--- src/rtl/mii_pkg.sv ---
// mii_pkg: shared state type and byte constants for the MII receive front end
package mii_pkg;
   typedef enum logic [1:0] {IDLE, PREAMBLE, FRAME} state_t;
   localparam logic [7:0] PREAMBLE_BYTE = 8'h55;
   localparam logic [7:0] SFD_BYTE      = 8'hD5;
endpackage

--- src/rtl/mii_if.sv ---
// mii_if: PHY receive pins plus assembled-byte outputs
//  mii_clk/mii_en/mii_d : PHY side (mii_d[0] = nibble LSB)
//  d/rdy/error          : byte stream towards the frame parser
interface mii_if;
   logic       mii_clk;
   logic       mii_en;
   logic [0:3] mii_d;
   logic [7:0] d;
   logic       rdy;
   logic       error;
   modport master (output mii_clk, mii_en, mii_d, input d, rdy, error);
   modport slave  (input mii_clk, mii_en, mii_d, output d, rdy, error);
endinterface

--- src/rtl/mii_sync.sv ---
// mii_sync: synchronises the MII pins into clk and detects mii_clk rising edges
//  clk, rst_n          : system clock, async active-low reset
//  mii_clk_i/en_i/d_i  : raw PHY pins
//  stb_o               : one-clk strobe on a detected mii_clk rising edge
//  en_o, nib_o         : synchronised RX_DV and nibble (nib_o[0] = mii_d[0])
module mii_sync #(
   parameter int SYNC_STAGES = 2
) (
   input  logic       clk,
   input  logic       rst_n,
   input  logic       mii_clk_i,
   input  logic       mii_en_i,
   input  logic [0:3] mii_d_i,
   output logic       stb_o,
   output logic       en_o,
   output logic [3:0] nib_o
);
   // all pins share one pipeline so clk, enable and data stay aligned
   logic [5:0] pipe_q [SYNC_STAGES];
   logic       prev_q;
   always_ff @(posedge clk or negedge rst_n) begin
      if (!rst_n) begin
         for (int i = 0; i < SYNC_STAGES; i++) pipe_q[i] <= '0;
         prev_q <= 1'b0;
      end else begin
         pipe_q[0] <= {mii_clk_i, mii_en_i, mii_d_i[3], mii_d_i[2], mii_d_i[1], mii_d_i[0]};
         for (int i = 1; i < SYNC_STAGES; i++) pipe_q[i] <= pipe_q[i-1];
         prev_q <= pipe_q[SYNC_STAGES-1][5];
      end
   end
   assign stb_o = pipe_q[SYNC_STAGES-1][5] & ~prev_q;
   assign en_o  = pipe_q[SYNC_STAGES-1][4];
   assign nib_o = pipe_q[SYNC_STAGES-1][3:0];
endmodule

--- src/rtl/mii_core.sv ---
// mii_core: MII receive front end pairing nibbles into bytes with preamble/SFD framing checks
//  clk, rst_n : system clock (>= 2x mii_clk), async active-low reset
//  bus        : mii_if slave; PHY pins in, d/rdy/error out
module mii_core
   import mii_pkg::*;
#(
   parameter int SYNC_STAGES = 2,
   parameter int MAX_PRE     = 15
) (
   input  logic clk,
   input  logic rst_n,
   mii_if.slave bus
);
   localparam int            CW    = $clog2(MAX_PRE + 1);
   localparam logic [CW-1:0] MAX_C = CW'(MAX_PRE);
   logic          stb, en;
   logic [3:0]    nib;
   logic [7:0]    rx_byte;
   state_t        state_q, state_d;
   logic          phase_q, phase_d;
   logic [3:0]    lo_q, lo_d;
   logic [CW-1:0] cnt_q, cnt_d;
   logic [7:0]    d_q, d_d;
   logic          rdy_q, rdy_d;
   logic          err_q, err_d;
   logic          armed_q, armed_d;
   mii_sync #(.SYNC_STAGES(SYNC_STAGES)) u_sync (
      .clk       (clk),
      .rst_n     (rst_n),
      .mii_clk_i (bus.mii_clk),
      .mii_en_i  (bus.mii_en),
      .mii_d_i   (bus.mii_d),
      .stb_o     (stb),
      .en_o      (en),
      .nib_o     (nib)
   );
   assign rx_byte = {nib, lo_q};
   always_ff @(posedge clk or negedge rst_n) begin
      if (!rst_n) begin
         state_q <= IDLE;
         phase_q <= 1'b0;
         lo_q    <= '0;
         cnt_q   <= '0;
         d_q     <= '0;
         rdy_q   <= 1'b0;
         err_q   <= 1'b0;
         armed_q <= 1'b0;
      end else begin
         state_q <= state_d;
         phase_q <= phase_d;
         lo_q    <= lo_d;
         cnt_q   <= cnt_d;
         d_q     <= d_d;
         rdy_q   <= rdy_d;
         err_q   <= err_d;
         armed_q <= armed_d;
      end
   end
   // armed_q blocks a frame already in progress at reset release until RX_DV is seen low
   always_comb begin
      state_d = state_q;
      phase_d = phase_q;
      lo_d    = lo_q;
      cnt_d   = cnt_q;
      d_d     = d_q;
      rdy_d   = 1'b0;
      err_d   = err_q;
      armed_d = armed_q | (stb & ~en);
      if (stb) begin
         if (state_q == IDLE) begin
            if (en && armed_q) begin
               state_d = PREAMBLE;
               err_d   = 1'b0;
               phase_d = 1'b1;
               lo_d    = nib;
               cnt_d   = '0;
            end
         end else if (!en) begin
            state_d = IDLE;
            phase_d = 1'b0;
            if (phase_q || state_q == PREAMBLE) err_d = 1'b1;
         end else if (!phase_q) begin
            lo_d    = nib;
            phase_d = 1'b1;
         end else begin
            phase_d = 1'b0;
            d_d     = rx_byte;
            rdy_d   = 1'b1;
            if (state_q == PREAMBLE) begin
               if (rx_byte == SFD_BYTE) state_d = FRAME;
               else if (rx_byte != PREAMBLE_BYTE || cnt_q == MAX_C) err_d = 1'b1;
               else cnt_d = cnt_q + 1'b1;
            end
         end
      end
   end
   assign bus.d     = d_q;
   assign bus.rdy   = rdy_q;
   assign bus.error = err_q;
endmodule

--- src/flat_wrapper.sv ---
// flat-port wrapper written by rule: the top's interface ports become plain ports
module mii_core_flat import mii_pkg::*;
#(
   parameter int SYNC_STAGES = 2,
   parameter int MAX_PRE     = 15
)
  (clk, rst_n, bus_mii_clk, bus_mii_en, bus_mii_d, bus_d, bus_rdy, bus_error);
  mii_if bus_i ();
  input  logic clk;
  input  logic rst_n;
  input wire logic [$bits(bus_i.mii_clk)-1:0] bus_mii_clk;
  input wire logic [$bits(bus_i.mii_en)-1:0] bus_mii_en;
  input wire logic [$bits(bus_i.mii_d)-1:0] bus_mii_d;
  output wire logic [$bits(bus_i.d)-1:0] bus_d;
  output wire logic [$bits(bus_i.rdy)-1:0] bus_rdy;
  output wire logic [$bits(bus_i.error)-1:0] bus_error;
  assign bus_i.mii_clk = bus_mii_clk;
  assign bus_i.mii_en = bus_mii_en;
  assign bus_i.mii_d = bus_mii_d;
  assign bus_d = bus_i.d;
  assign bus_rdy = bus_i.rdy;
  assign bus_error = bus_i.error;
  mii_core #(.SYNC_STAGES(SYNC_STAGES), .MAX_PRE(MAX_PRE)) u_core (.clk(clk), .rst_n(rst_n), .bus(bus_i));
endmodule
--- config.mk ---
export PLATFORM = sky130hd
export DESIGN_NAME = mii_core_flat
export DESIGN_NICKNAME = d
export VERILOG_FILES = /design/src/rtl/mii_pkg.sv /design/src/rtl/mii_if.sv /design/src/rtl/mii_sync.sv /design/src/rtl/mii_core.sv /design/src/flat_wrapper.sv
export SDC_FILE = /design/constraint.sdc
export NUM_CORES = 1
export LEC_CHECK = 0
export ABC_CLOCK_PERIOD_IN_PS = 5400
export CAP_MARGIN = 20
export CORE_MARGIN = 2
export CORE_UTILIZATION = 25
export DETAILED_ROUTE_END_ITERATION = 8
export DONT_BUFFER_PORTS = 1
export PLACE_DENSITY = 0.37
export REMOVE_ABC_BUFFERS = 1
export SLEW_MARGIN = 20
export SYNTH_ARGS = -nofsm -noshare
export SYNTH_HDL_FRONTEND = slang
export SYNTH_SLANG_ARGS = --single-unit
--- constraint.sdc ---
create_clock -name clk -period 5.4 [get_ports clk]
set_input_delay 0.54 -clock clk [delete_from_list [all_inputs] [get_ports clk]]
set_output_delay 0.54 -clock clk [all_outputs]
set_load 0.005 [all_outputs]
# Word level (Yosys, flattened, before mapping)
# Index checks and enable logic that the tools add are counted.
# W data, S select, Z words.
# op_classes
addsub,1
bitwise,6
n_mul,0
reduce_logical,14
div_mod_pow,0
shift,0
n_lt_le_gt_ge,0
n_mux,33
n_eq_ne,13
# op_table
op,count
$mux W4,11
$mux W1,16
$reduce_and A7 Y1,2
$mux W2,6
$ne A3 B1 Y1 const B,4
$eq A8 B8 Y1 const B,1
$ne A8 B7 Y1 const B,1
$reduce_and A4 Y1,2
$reduce_bool A2 Y1,3
$reduce_and A5 Y1,1
$add A4 B1 Y4 const B,1
$eq A4 B4 Y1 const B,1
$ne A2 B1 Y1 const B,2
$ne A2 B2 Y1 const B,2
$ne A3 B2 Y1 const B,1
$not A1 Y1,3
$reduce_bool A3 Y1,1
$and A1 B1 Y1,2
$eq A2 B1 Y1 const B,1
$logic_not A2 Y1,1
$logic_or A1 B1 Y1,2
$reduce_and A2 Y1,1
$logic_and A1 B1 Y1,1
$or A1 B1 Y1,1
# word_totals
elab_cells,78
output_inout_bits,10
in_bits,8
mem_bits_rw,0
memories,0
latch_bits,0
regBits,35
rom_bits,0

# Depth between registers and ports, before layout
# Gate-level depths: netlist (run 1).
# depth
depth_word,8
mapped_depth,6
ltp_nobuf,5

# Cells and area by module
# Synthesis (run 1) repeated with hierarchy kept, for this count alone.
# hier_totals
hier_cells,106
hier_area_um2,1398.8
# by_module_without_submodules
module,area_each_um2,cells_each,instances
mii_core,1029.7,88,1
mii_sync,369.1,18,1

# Worst setup path before layout (run 1)
# OpenSTA, ideal clock, no wires.
# synth_timing
kind,flip-flop to flip-flop
start,reg u_core.cnt_q[0]
end,reg u_core.cnt_q[3]
t_arrival_ps,1610
setup_time_ps,133
path_slack_ps,3657
synth_period_minus_slack_ps,1743
stages_incl_launch_ff,6
path_cell_list,dfrtp_1 ha_1 and3_4 or4b_4 o311ai_1 nand3_1
# synth_via
elab_chain_cells,7
word_cells_on_any_way,11
classes_between,1 x add/sub; 2 x eq/ne; 6 x mux; 2 x reduce/logical
# synth_rtl
item,line_no,text
start: declaration,mii_core.sv:22,"logic [CW-1:0] cnt_q, cnt_d;"
start signal: assignment,mii_core.sv:52,cnt_q <= cnt_d;
$add A4 B1 Y4,mii_core.sv:92,else cnt_d = cnt_q + 1'b1;
$mux W4,mii_core.sv:91,else if (rx_byte != PREAMBLE_BYTE || cnt_q == MAX_C) err_d = 1'b1;
$mux W4,mii_core.sv:90,if (rx_byte == SFD_BYTE) state_d = FRAME;
$mux W4,mii_core.sv:89,if (state_q == PREAMBLE) begin
$mux W4,mii_core.sv:82,end else if (!phase_q) begin
$mux W4,mii_core.sv:78,end else if (!en) begin
$mux W4,mii_core.sv:70,if (state_q == IDLE) begin
# Parallel ways exist; a longest one is shown, timed or not. The select of a mux whose other input is x is not followed.
# A chain may end at the register's enable or synchronous reset.

# Worst setup path after layout (run 1)
# layout_timing
start,reg u_core.cnt_q[0]
end,reg u_core.cnt_q[1]
# Same word-level chain as after synthesis.

==> results of run 1 <==
[cell type report]
class / instances / share of cell area
Clock inverter: 3 / 0.02666
Timing Repair Buffer: 1 / 0.01219
Clock buffer: 5 / 0.04189
Multi-Input combinational cell: 64 / 0.3313
Tap cell: 72 / 0.05484
Sequential cell: 35 / 0.5331
[flip-flops by register name (all words and copies together), names as in the netlist]
register / flops
u_core.u_sync.nib_o: 4
u_core.bus.error: 1
u_core.u_sync.pipe_q: 7
u_core.bus.rdy: 1
u_core.cnt_q: 4
u_core.state_q: 2
u_core.armed_q: 1
u_core.u_sync.prev_q: 1
u_core.u_sync.en_o: 1
u_core.lo_q: 4
u_core.phase_q: 1
u_core.bus.d: 8
[kinds of logic after synthesis]
group / Yosys count / synth area share
and+or+nand+nor: 33 / 0.1540
AOI/OAI and AO/OA: 17 / 0.1030
buffers and inverters: 3 / 0.01816
muxes: 13 / 0.1107
adders and majority gates: 1 / 0.008649
DFF: 35 / 0.6055
[power by group]
part           internal [mW]  switching [mW]  total, mW
clock network          0.137          0.0943      0.232
registers              0.319          0.0535      0.373
logic                 0.0598          0.0434      0.103
[repair_timing]
item / CTS / global route
endpoints found under the hold margin: 35 / 0
hold buffers: 1 / 0
endpoints found under the setup margin: 0 / 0
gates resized for setup: 0 / 0
[per-stage QoR]
stage                     power [mW]  setup slack (ns)  instance area (um2)  instances
after floorplan               0.4458             3.657                 1420         99
after global placement        0.4702             3.605                 1510        171
after detailed placement      0.4781             3.573                 1510        171
after CTS                     0.7217             3.577                 1643        180
after global routing          0.7460             3.468                 1643        180
final                         0.7074             3.565                 1643        180
[worst register-to-register path: stages (launching register included)]
cell and delay (ns):
dfrtp_1 0.41, ha_1 0.24, and3_4 0.16, nor4b_1 0.49, a21oi_1 0.15, a221o_1 0.27
[layer usage]
layer	vias up	part of all wire
met5	-	0
li1	388	-
met3	6	0.042
met1	429	0.46
met4	0	0.016
met2	15	0.49
[final timing paths]
kind                                               from                       to  slack [ns]  cells past startpoint
worst max-delay path                    u_core.cnt_q[0]          u_core.cnt_q[1]        3.57                      5
worst min-delay path                              rst_n         u_core.bus.error        0.08                      1
min in group clk                           bus_mii_d[1]  u_core.u_sync.pipe_q[8]        0.28                      0
worst min register to register  u_core.u_sync.pipe_q[7]   u_core.u_sync.nib_o[1]        0.35                      0
max in group asynchronous                         rst_n        u_core.state_q[0]        5.13                      1
worst max register to register          u_core.cnt_q[0]          u_core.cnt_q[1]        3.57                      5
[cell usage in the layout, fill, tap and decap left out, types with 2 or more instances in the layout]
cell type | synthesis | routed
nand3_1 | 5 | 5
mux2_4 | 4 | 4
nor2_1 | 4 | 4
nand4_1 | 2 | 2
nor2b_1 | 2 | 2
o21ai_0 | 3 | 3
mux2_2 | 8 | 8
a21oi_1 | 2 | 2
clkbuf_8 | 0 | 5
nand2_1 | 7 | 7
dfrtp_1 | 35 | 35
==> flow_summary_export.csv, run 1 <==
group,metric,value,unit
outcome,outcome,"finished, final reports clean",
timing,max_slew.worst_pin.slew,0.5644,ns
cells_and_area,insertedDiodeCount,0,
timing,relSlewSlack,0.6184,
cells_and_area,regArea,875.8,um2
clock_tree,clock-root-buffer,"clkbuf_8",
setup_path,cp_num_buf_inv,0,
setup_path,worstSetupStartpointType,"flip-flop",
timing,min_period_over_period,0.3398,
cells_and_area,drive_gt1_frac,0.2685,
global_route,grt_usage,0.09058,
die,die-width,80.06,um
global_route,grt_use_met3,0.02921,
timing,rsz0062_at_grt,"no",
clock_tree,clkSlewWorstSetupHoldPaths,0.07,ns
global_route,grt_pass1_wl,4402,um
placement,dp_hpwl,1886,um
clock_tree,cts_setup_buffers,0,
route,vias_per_cell,4.656,
power,powerDensity,430.6,nW/um2
timing,setup_tns,0,ns
die,die_y,80.06,um
setup_path,crit_family,"simple AND/OR/NAND/NOR gates",
route,drt_pass1_iterations,4,
logic_synthesis,seq_area_frac_synth,0.6055,
clock_tree,htree_levels,2,
timing,holdWs,0.08105,ns
cells_and_area,nNetsFinal,116,
die,die-area,6410,um2
route,wl_per_cell,14.77,um
setup_path,critPathKind,"flip-flop to flip-flop",
flow_run,drv_cap,0,
clock_tree,insertion_delay,0.28,ns
timing,timing.fmax,0.5451,GHz
route,routed_wl,2658,um
logic_synthesis,avgSynthCellArea,14.18,um2
power,max-vdd-ir-drop,0.1868,mV
global_route,grtUsageMet1,0.1098,
clock_tree,clock_tree.buffer_depth,2,
timing,setup_violations,0,
route,drc,0,
logic_synthesis,syn_area,1446,um2
logic_synthesis,synth_top_cell_area_share,0.6055,
logic_synthesis,async_reset_ff_frac,1.000,
min_path,hold_path.class,"input pin to async pin",
timing,fin_worst_skew,0.006481,ns
die,start_util,0.2611,
power,static-leakage-power,0.6864,nW
die,ios,18,
cells_and_area,final_core_util,0.2965,
setup_path,required,5.57,ns
logic_synthesis,yosysTopAreaCell,"dfrtp_1",
global_route,grt_pass1_vias,892,
clock_tree,clock_sinks,35,
setup_path,crit_chain,"ha_1 -> and3_4 -> nor4b_1 -> a21oi_1 -> a221o_1",
timing,hold_viol_final,0,
die,floorplan.rows,27,
global_route,grt.met2_usage,0.1450,
timing,finalCriticalPeriod,1.835,ns
placement,port_buffers,0,
logic_synthesis,yosys_warnings,0,
global_route,grt_max_degree,36,
logic_synthesis,ys_seq_elements,35,
logic_synthesis,yosysUniqueCellTypes,39,
placement,gp_congestion,0.8000,
route,detail-route-antenna-nets,0,
die,coreArea,5540,um2
logic_synthesis,synth_area_leaders,"dfrtp_1 61%, mux2_2 6.2%, mux2_4 4.2%",
cells_and_area,synthToLayoutAreaGrowth,13.58,%
global_route,grt.busiest_layer,"met2",
route,first_iter_violations,32,
setup_path,crit_arrival,2.00,ns
clock_tree,cts_tree,"built",
logic_synthesis,yosysMostFrequentCell,"dfrtp_1",
setup_path,cp_max_fo,4,
setup_path,slowest_delay,0.49,ns
global_route,antenna_found_initial,0,
cells_and_area,multiInputGateArea,544.3,um2
logic_synthesis,syn_inst,102,
cells_and_area,n_fill_cell,568,
timing,slew_violations,0,
setup_path,slowest_stage,"nor4b_1",
route,vias,838,
global_route,overflow,0,
logic_synthesis,synthFlopType,"dfrtp_1",
logic_synthesis,synth-edff-count,0,
logic_synthesis,ys_top_cells_by_count,"35 x dfrtp_1, 8 x mux2_2, 7 x nand2_1, 5 x nand3_1",
clock_tree,cts_made_buffers,5,
setup_path,endpoint_kind,"flip-flop",
Note: power is estimated with default switching activity, not from simulation.
==> inputs of run 2 (changes only) <==
--- a/config.mk
+++ b/config.mk
@@ -5,13 +5,13 @@
 export SDC_FILE = /design/constraint.sdc
 export NUM_CORES = 1
 export LEC_CHECK = 0
-export ABC_CLOCK_PERIOD_IN_PS = 5400
+export ABC_CLOCK_PERIOD_IN_PS = 1500
 export CAP_MARGIN = 20
 export CORE_MARGIN = 2
 export CORE_UTILIZATION = 25
 export DETAILED_ROUTE_END_ITERATION = 8
 export DONT_BUFFER_PORTS = 1
-export PLACE_DENSITY = 0.37
+export PLACE_DENSITY = 0.39
 export REMOVE_ABC_BUFFERS = 1
 export SLEW_MARGIN = 20
 export SYNTH_ARGS = -nofsm -noshare
==> constraint.sdc (replaced) <==
create_clock -name clk -period 1.5 [get_ports clk]
set_input_delay 0.15 -clock clk [delete_from_list [all_inputs] [get_ports clk]]
set_output_delay 0.15 -clock clk [all_outputs]
set_load 0.005 [all_outputs]
==> flow_summary_export.csv, run 2 (same netlist as run 1, synthesis figures left out) <==
group,metric,value,unit
setup_path,endpoint_kind,"flip-flop",
timing,fin_worst_skew,0.006785,ns
setup_path,cp_max_fo,3,
clock_tree,insertion_delay,0.28,ns
cells_and_area,insertedDiodeCount,0,
setup_path,required,1.73,ns
setup_path,critPathKind,"flip-flop to flip-flop",
timing,max_slew.worst_pin.slew,0.3578,ns
die,ios,18,
timing,slew_violations,0,
die,coreArea,5540,um2
die,floorplan.rows,27,
global_route,grt_pass1_wl,5085,um
cells_and_area,layout_common_cells,"35 x dfrtp_1, 25 x buf_4, 8 x mux2_2",
placement,port_buffers,0,
setup_path,crit_arrival,1.94,ns
power,power_frac_seq,0.459,
cells_and_area,nNetsFinal,149,
route,drt_pass1_iterations,4,
clock_tree,htree_levels,2,
cells_and_area,synthToLayoutAreaGrowth,35.55,%
die,die_y,80.06,um
timing,setup_violations,4,
clock_tree,clock_sinks,35,
timing,relSlewSlack,0.7584,
flow_run,drv_cap,0,
timing,finalCriticalPeriod,1.708,ns
cells_and_area,largest_register_ffs,8,
timing,timing.fmax,0.5855,GHz
route,vias,960,
die,die-area,6410,um2
power,power_frac_comb,0.189,
outcome,violations,"negative setup slack",
route,detail-route-antenna-nets,0,
power,p_sw,0.7219,mW
setup_path,worstSetupStartpointType,"flip-flop",
route,vias_per_cell,4.507,
global_route,grt_pass1_vias,1033,
cells_and_area,drive_gt1_frac,0.4184,
global_route,overflow,0,
clock_tree,clock_tree.buffer_depth,2,
timing,setup_tns,-0.7788,ns
placement,dp_hpwl,2125,um
power,pwr-share-clk,0.352,
cells_and_area,design_area,1961,um2
global_route,antenna_found_initial,0,
die,start_util,0.2611,
power,powerDensity,1457,nW/um2
route,routed_wl,3018,um
power,max-vdd-ir-drop,0.6048,mV
cells_and_area,final_common_cell,"dfrtp_1",
route,wl_per_cell,14.17,um
timing,min_period_over_period,1.139,
global_route,grt_max_degree,36,
timing,setup_slack,-0.2080,ns
timing,rsz0062_at_grt,"yes",
route,first_iter_violations,46,
clock_tree,cts_made_buffers,5,
min_path,hold_path.class,"input pin to async pin",
power,internal_power,2.135,mW
clock_tree,cts_tree,"built",
clock_tree,clkSlewWorstSetupHoldPaths,0.07,ns
power,p_sw_frac,0.2526,
placement,dpl_cell_area,1710,um2
outcome,outcome,"finished with violations",
placement,gp_congestion,0.7956,
global_route,grt_usage,0.1062,
clock_tree,clock-root-buffer,"clkbuf_8",
power,static-leakage-power,0.8537,nW
route,drc,0,
die,die-width,80.06,um
timing,hold_viol_final,0,
==> run 2: cell count changes in the layout (fill, tap and decap cells not counted), sizes merged <==
cell,change
dlygate4sd3,+7
clkbuf,+1
buf,+26
bufinv,+1
clkinv,-2
==> run 2: area by class of cell <==
type	count	area, um2
repair buffers	34	297.8
clock inverters	2	60.06
multi-input cells	64	564.3
fillers	563	3580
well taps	72	90.09
flip-flops and latches	35	875.8
clock buffers	6	72.57
==> run 2: power by group through the flow <==
stage          Sequential, mW  Clock (mW)  Combinational (mW)
2_1_floorplan            1.30           0               0.307
3_3_place_gp             1.32           0               0.479
3_5_place_dp             1.33           0               0.488
4_1_cts                  1.32        1.03               0.546
5_1_grt                  1.34        1.08               0.594
6_report                 1.31        1.00               0.541
==> run 2: timing repair <==
action | CTS | global route
gates resized for setup | 5 | 1
setup endpoints to repair | 9 | 9
hold buffers | 8 | 0
cloned | 0 | 0
endpoints found under the hold margin | 41 | 0
setup buffers | 1 | 0
pin swaps | 4 | 1
==> run 2: layer usage <==
layer | part of all wire | global-route usage
met5 | 0 | 0
met4 | 0.016 | 0.03898
met3 | 0.050 | 0.03933
met2 | 0.49 | 0.1700
met1 | 0.44 | 0.1307
==> run 2: path summary, 6_finish.rpt <==
path,start,endpoint,slack [ns],cells past startpoint
setup / recovery,u_core.cnt_q[0],u_core.cnt_q[0],-0.21,5
hold / removal,rst_n,u_core.cnt_q[2],0.30,2
setup reg to reg,u_core.cnt_q[0],u_core.cnt_q[0],-0.21,5
hold reg to reg,u_core.u_sync.pipe_q[10],u_core.u_sync.en_o,0.35,0
max in group asynchronous,rst_n,u_core.lo_q[3],1.01,2
min in group clk,u_core.u_sync.pipe_q[10],u_core.u_sync.en_o,0.35,0
==> run 2: worst max-delay path: stages (launching register included) <==
cell,delay [ns]
dfrtp_1,0.38
ha_2,0.19
and3_4,0.15
or4b_4,0.51
nor4_4,0.23
o22a_1,0.19
==> run 2: metrics by stage <==
step	power (mW)	hold WS [ns]	setup WS (ns)	utilization	cells
global placement	1.802	-0.1442	-0.2252	0.3087	196
CTS	2.897	0.3242	-0.2148	0.3532	213
global route	3.008	0.3178	-0.2803	0.3539	213
detailed placement	1.822	-0.1441	-0.2902	0.3087	196
finish	2.857	0.3018	-0.2080	0.3539	213
floorplan	1.605	-0.1456	-0.2433	-	99
==> inputs of run 3 (changes only) <==
--- a/config.mk
+++ b/config.mk
@@ -9,6 +9,7 @@
 export CAP_MARGIN = 20
 export CORE_MARGIN = 2
 export CORE_UTILIZATION = 25
+export CTS_CLUSTER_SIZE = 40
 export DETAILED_ROUTE_END_ITERATION = 8
 export DONT_BUFFER_PORTS = 1
 export PLACE_DENSITY = 0.39
==> results of run 3 <==
No change in the layout: final DEF, timing and power equal those of run 2.
